File: src/rtl/refr_tick_pkg.sv
// Shared constants and helpers for the periodic tick generator.
// Divisor presets assume a 125 MHz system clock.
package refr_tick_pkg;

  localparam int CLK_HZ   = 125000000;
  localparam int DIV_60HZ = 2083333;
  localparam int DIV_75HZ = 1666667;
  localparam int DIV_1KHZ = 125000;

  // Divisors of 0 and 1 both mean "tick every enabled cycle".
  function automatic logic [31:0] clamp_div(
    input logic [31:0] value
  );
    return (value == 32'd0) ? 32'd1 : value;
  endfunction

endpackage

File: src/rtl/refr_tick_chan.sv
// One tick channel: counter, active/pending divisor, tick register.
// Ports: clk, reset (async high), en, sync, div_wr, div_in[CNT_W],
//   tick, div_pend; with REFR_TICK_GEN_ONESHOT_EN also oneshot, done.
module refr_tick_chan
  import refr_tick_pkg::*;
#(
  parameter int CNT_W       = 21,
  parameter int DEFAULT_DIV = DIV_75HZ
) (
  input  logic             clk,
  input  logic             reset,
  input  logic             en,
  input  logic             sync,
  input  logic             div_wr,
  input  logic [CNT_W-1:0] div_in,
`ifdef REFR_TICK_GEN_ONESHOT_EN
  input  logic             oneshot,
  output logic             done,
`endif
  output logic             tick,
  output logic             div_pend
);

  logic [CNT_W-1:0] r_cnt;
  logic [CNT_W-1:0] r_div_act;
  logic [CNT_W-1:0] r_pend;
  logic             r_pend_v;
  logic             r_tick;
  logic [CNT_W-1:0] w_last;
  logic             w_term;
  logic             w_run;

  // Terminal count is taken from the clamped divisor so 0 behaves as 1.
  assign w_last = CNT_W'(clamp_div(32'(r_div_act)) - 32'd1);
  assign w_term = (r_cnt == w_last);

`ifdef REFR_TICK_GEN_ONESHOT_EN
  logic r_park;
  logic r_done;
  assign w_run = en & ~r_park;
  assign done  = r_done;
`else
  assign w_run = en;
`endif

  always_ff @(posedge clk or posedge reset) begin
    if (reset) begin
      r_cnt     <= '0;
      r_div_act <= CNT_W'(DEFAULT_DIV);
      r_pend    <= '0;
      r_pend_v  <= 1'b0;
      r_tick    <= 1'b0;
`ifdef REFR_TICK_GEN_ONESHOT_EN
      r_park    <= 1'b0;
      r_done    <= 1'b0;
`endif
    end else if (sync) begin
      // Phase align: restart and commit any divisor waiting to apply.
      r_cnt    <= '0;
      r_tick   <= 1'b0;
      r_pend_v <= 1'b0;
      if (div_wr)
        r_div_act <= div_in;
      else if (r_pend_v)
        r_div_act <= r_pend;
`ifdef REFR_TICK_GEN_ONESHOT_EN
      r_park <= 1'b0;
      r_done <= 1'b0;
`endif
    end else begin
      if (div_wr)
        r_pend <= div_in;
      if (w_run && w_term) begin
        // Period boundary: wrap and switch divisor glitch-free.
        r_cnt    <= '0;
        r_tick   <= 1'b1;
        r_pend_v <= 1'b0;
        if (div_wr)
          r_div_act <= div_in;
        else if (r_pend_v)
          r_div_act <= r_pend;
`ifdef REFR_TICK_GEN_ONESHOT_EN
        if (oneshot) begin
          r_park <= 1'b1;
          r_done <= 1'b1;
        end
`endif
      end else begin
        r_tick <= 1'b0;
        if (w_run)
          r_cnt <= r_cnt + CNT_W'(1);
        if (div_wr)
          r_pend_v <= 1'b1;
      end
    end
  end

  assign tick     = r_tick;
  assign div_pend = r_pend_v;

endmodule

File: src/rtl/refr_tick_gen.sv
// Multi-channel periodic tick generator, runtime-loadable divisors.
// Ports: clk, reset (async high), en, sync, div_wr[N_CH],
//   div_in[N_CH*CNT_W], tick[N_CH], div_pend[N_CH].
// Macro REFR_TICK_GEN_ONESHOT_EN adds oneshot[N_CH] in, done[N_CH] out.
module refr_tick_gen
  import refr_tick_pkg::*;
#(
  parameter int N_CH        = 2,
  parameter int CNT_W       = 21,
  parameter int DEFAULT_DIV = DIV_75HZ
) (
  input  logic                  clk,
  input  logic                  reset,
  input  logic                  en,
  input  logic                  sync,
  input  logic [N_CH-1:0]       div_wr,
  input  logic [N_CH*CNT_W-1:0] div_in,
`ifdef REFR_TICK_GEN_ONESHOT_EN
  input  logic [N_CH-1:0]       oneshot,
  output logic [N_CH-1:0]       done,
`endif
  output logic [N_CH-1:0]       tick,
  output logic [N_CH-1:0]       div_pend
);

  if (N_CH < 1 || N_CH > 8) begin : g_bad_nch
    $error("refr_tick_gen: N_CH must be 1..8");
  end

  if (CNT_W < 1 || CNT_W > 32) begin : g_bad_w
    $error("refr_tick_gen: CNT_W must be 1..32");
  end

  if (longint'(DEFAULT_DIV) >= (longint'(1) << CNT_W)) begin : g_bad_div
    $error("refr_tick_gen: DEFAULT_DIV does not fit CNT_W");
  end

  for (genvar i = 0; i < N_CH; i++) begin : g_ch
    refr_tick_chan #(
      .CNT_W       (CNT_W),
      .DEFAULT_DIV (DEFAULT_DIV)
    ) u_chan (
      .clk      (clk),
      .reset    (reset),
      .en       (en),
      .sync     (sync),
      .div_wr   (div_wr[i]),
      .div_in   (div_in[i*CNT_W +: CNT_W]),
`ifdef REFR_TICK_GEN_ONESHOT_EN
      .oneshot  (oneshot[i]),
      .done     (done[i]),
`endif
      .tick     (tick[i]),
      .div_pend (div_pend[i])
    );
  end

endmodule
File: config.mk
export PLATFORM = sky130hd
export DESIGN_NAME = refr_tick_gen
export DESIGN_NICKNAME = d
export VERILOG_FILES = /design/src/rtl/refr_tick_pkg.sv /design/src/rtl/refr_tick_chan.sv /design/src/rtl/refr_tick_gen.sv
export SDC_FILE = /design/constraint.sdc
export NUM_CORES = 1
export LEC_CHECK = 0
export BUFFER_PORTS_ARGS = -buffer_cell sky130_fd_sc_hd__buf_2
export CAP_MARGIN = 20
export CORE_MARGIN = 2
export CORE_UTILIZATION = 55
export DETAILED_ROUTE_END_ITERATION = 6
export PLACE_DENSITY = 0.85
export SYNTH_ARGS = -nofsm -noshare
export SYNTH_HDL_FRONTEND = slang
export SYNTH_SLANG_ARGS = --single-unit
File: constraint.sdc
create_clock -name clk -period 6.9 [get_ports clk]
set_input_delay 0.345 -clock clk [delete_from_list [all_inputs] [get_ports clk]]
set_output_delay 0.345 -clock clk [all_outputs]
set_load 0.01 [all_outputs]
==> results.toml <==
[cts]
cts-resized-gates = 0
cts_made_buffers = 17
clock_latency_ns = 0.43
cts_tree = "yes"
clk_pin_slew_ns = 0.07
postCtsSetupRepairBufs = 0
cts_sinks = 130
cts_max_path_buffers = 2
cts-root-buf = "clkbuf_16"
htree_levels = 4

[logic_synthesis]
synth_most_common_cell = "dfrtp_1"
synth_cell_types = 69
synth.area.top_cells = "dfrtp_1 (32%), dfstp_2 (8.4%), mux2_2 (5.7%), xnor2_1 (4.9%), xor2_1 (4.1%)"
syn-instance-count = 831
avgSynthCellArea_um2 = 9.80
yosysTopAreaCell = "dfrtp_1"
synth_top_area_frac = 0.320
synthTopCellsByCount = "dfrtp_1 (104), nor2_1 (87), xnor2_1 (46)"
synth-edff-count = 0
ys_ff_latch = 130
synth_fp_nets = 883
netlist_area_mm2 = 0.00815
async_flop_share = 1.00
yosysSeqAreaShare = 0.403
synth-main-ff-cell = "dfrtp_1"
synth_warnings = 0

[sta]
fin_crit_sh = 0.695
fmax_mhz = 209
fin_ws_ns = 2.10
setup-tns-final_ns = 0
rsz0062_at_grt = "false"
setup_viol = 0
worst_slew_pin_slew_ns = 0.952
min_period_ns = 4.80
maxSlewHeadroom = 0.357
slew_viol_final = 0
hold_viol_final = 0
skew_ns = 0.0111

[finish]
stdcell_count = 1043
diodes = 0
final_cell_area_mm2 = 0.00904
final_nets = 898
synthToLayoutAreaGrowth_pct = 11.0
drive_above_1_share = 0.228
final_core_util = 0.625
fill_cells = 1137

[floorplan]
ios = 52
core_mm2 = 0.0145
num_rows = 44
die_h_um = 126
start_util = 0.563
die_w_um = 126
die_area_mm2 = 0.0158

[job]
drv_cap = 0

[grt]
grt_antenna_before_repair = 0
grt_max_degree = 92
grt-ovfl-total = 0
grt_pass1_vias = 6262
grtUsageTotal = 0.243
grt_pass1_wl_mm = 31.3

[power]
seq_power_share = 0.432
p_sw_frac = 0.282
vdd_drop_max_mv = 0.181
p_leak_nw = 3.43
clkPwrFrac = 0.419
powerDensity_mw_per_mm2 = 246
p_int_w = 0.00160
comb_power_share = 0.149
p_switching_w = 0.000628

[detailed_routing]
vias_per_cell = 6.30
dr.pass1.iters = 5
vias = 6570
wl_per_cell_um = 18.0
ant_nets = 0
drt-total-wl_mm = 18.7
drt_iter0_drc = 611
post-route-drc-count = 0

[setup_path]
critical_path_required_ns = 7.25
criticalPathCategory = "flop to flop"
cp.arrival_ns = 5.15
startpoint_type = "flop"
cp-end-kind = "flop"
path_max_fanout = 23

[placed_design]
place.gp.congestion = 0.970
hpwl_mm = 12.3
dp_slack_ns = 2.15
io_buffer_count = 51
post-place-cells = 1009
dpl-instance-area_mm2 = 0.00840

[hold_path]
hold_path_class = "input port to flop"

[outcome]
outcome = "complete, no violations"
==> power groups by stage <==
stage	sequential (W)	combinational, W	clock (W)
floorplan	0.000918	0.000292	0
global placement	0.000964	0.000314	0
detailed placement	0.000970	0.000323	0
CTS	0.000958	0.000328	0.000944
global route	0.000976	0.000364	0.000971
finish	0.000962	0.000331	0.000933
==> cell families after synthesis <==
kind of cell | after synthesis | synth area share
buffers and inverters | 77 | 0.0436
muxes | 64 | 0.0865
adders and majority gates | 4 | 0.00614
xor gates and xnor gates | 84 | 0.0903
AOI/OAI and AO/OA | 173 | 0.177
and+or+nand+nor | 299 | 0.193
DFF | 130 | 0.403
==> repair_timing <==
action | 4_1_cts | 5_1_grt
endpoints found under the hold margin | 31 | 0
hold buffers | 1 | 0
setup endpoints to repair | 0 | 0
==> sequential cells by signal, indices dropped and copies added (netlist names) <==
| signal | flops |
|---|---|
| g_ch.u_chan.r_cnt | 42 |
| g_ch.u_chan.r_pend | 42 |
| g_ch.u_chan.div_pend | 2 |
| g_ch.u_chan.tick | 2 |
| g_ch.u_chan.r_div_act | 42 |
==> metal layers <==
layer,routed length (µm),global-route usage,vias up
li1,-,-,3097
met1,8600,0.349,3230
met2,8700,0.372,207
met3,1080,0.0438,36
met4,337,0.0882,0
met5,0,0,-
==> cells in the final DEF (no fill, tap or decap), types with 19 or more instances in the layout <==
master       n
a211o_1     20
a22o_1      20
a22oi_1     19
a2bb2oi_2   20
buf_2       51
dfrtp_1    104
dfstp_2     26
mux2_2      41
mux2i_1     22
nand2_1     36
nand2b_1    20
nand3_1     34
nand4_1     27
nor2_1      86
nor4_1      21
o21ai_0     27
o22ai_1     21
xnor2_1     46
xor2_1      38
==> worst max-delay path, cell delays in order (launching register included) <==
cell,delay [ns]
dfstp_2,0.63
nor4_1,0.12
and2_1,0.16
a31oi_1,0.62
ha_1,0.31
or4b_2,0.68
o41ai_1,0.40
o2111ai_1,0.18
nor4_1,0.40
a41o_2,0.53
buf_4,0.42
o2bb2a_1,0.26
==> stage by stage <==
stage                     total power, W  hold slack (ns)
after floorplan                  0.00121            0.462
after global placement           0.00128            0.424
after detailed placement         0.00129            0.416
after CTS                        0.00223            0.150
after global routing             0.00231            0.164
final                            0.00223            0.158
==> final timing paths <==
path                                                    startpoint                                       to  slack [ns]  cells past startpoint
setup / recovery           g_ch[1].u_chan.r_div_act[5]$_DFFE_PP1P_  g_ch[1].u_chan.r_div_act[0]$_DFFE_PP1P_        2.10                     11
hold / removal                                          div_in[39]    g_ch[1].u_chan.r_pend[18]$_DFFE_PP0P_        0.16                      2
setup reg to reg           g_ch[1].u_chan.r_div_act[5]$_DFFE_PP1P_  g_ch[1].u_chan.r_div_act[0]$_DFFE_PP1P_        2.10                     11
hold reg to reg              g_ch[1].u_chan.r_pend[12]$_DFFE_PP0P_    g_ch[1].u_chan.r_pend[12]$_DFFE_PP0P_        0.51                      1
max in group asynchronous                                    reset  g_ch[1].u_chan.r_div_act[3]$_DFFE_PP1P_        5.28                      5
min in group asynchronous                                    reset     g_ch[0].u_chan.r_pend[8]$_DFFE_PP0P_        0.51                      3
==> final cells by class <==
| cell class | instances | area, µm² | share of cell area |
|---|---|---|---|
| well taps | 184 | 230 | 0.0255 |
| clock buffers | 18 | 429 | 0.0474 |
| multi-input cells | 624 | 4520 | 0.500 |
| clock inverters | 14 | 179 | 0.0198 |
| repair buffers | 61 | 353 | 0.0390 |
| flip-flops and latches | 130 | 3290 | 0.363 |
| inverters | 12 | 47.5 | 0.00526 |
No activity file was read; power rests on OpenSTA's default activity.
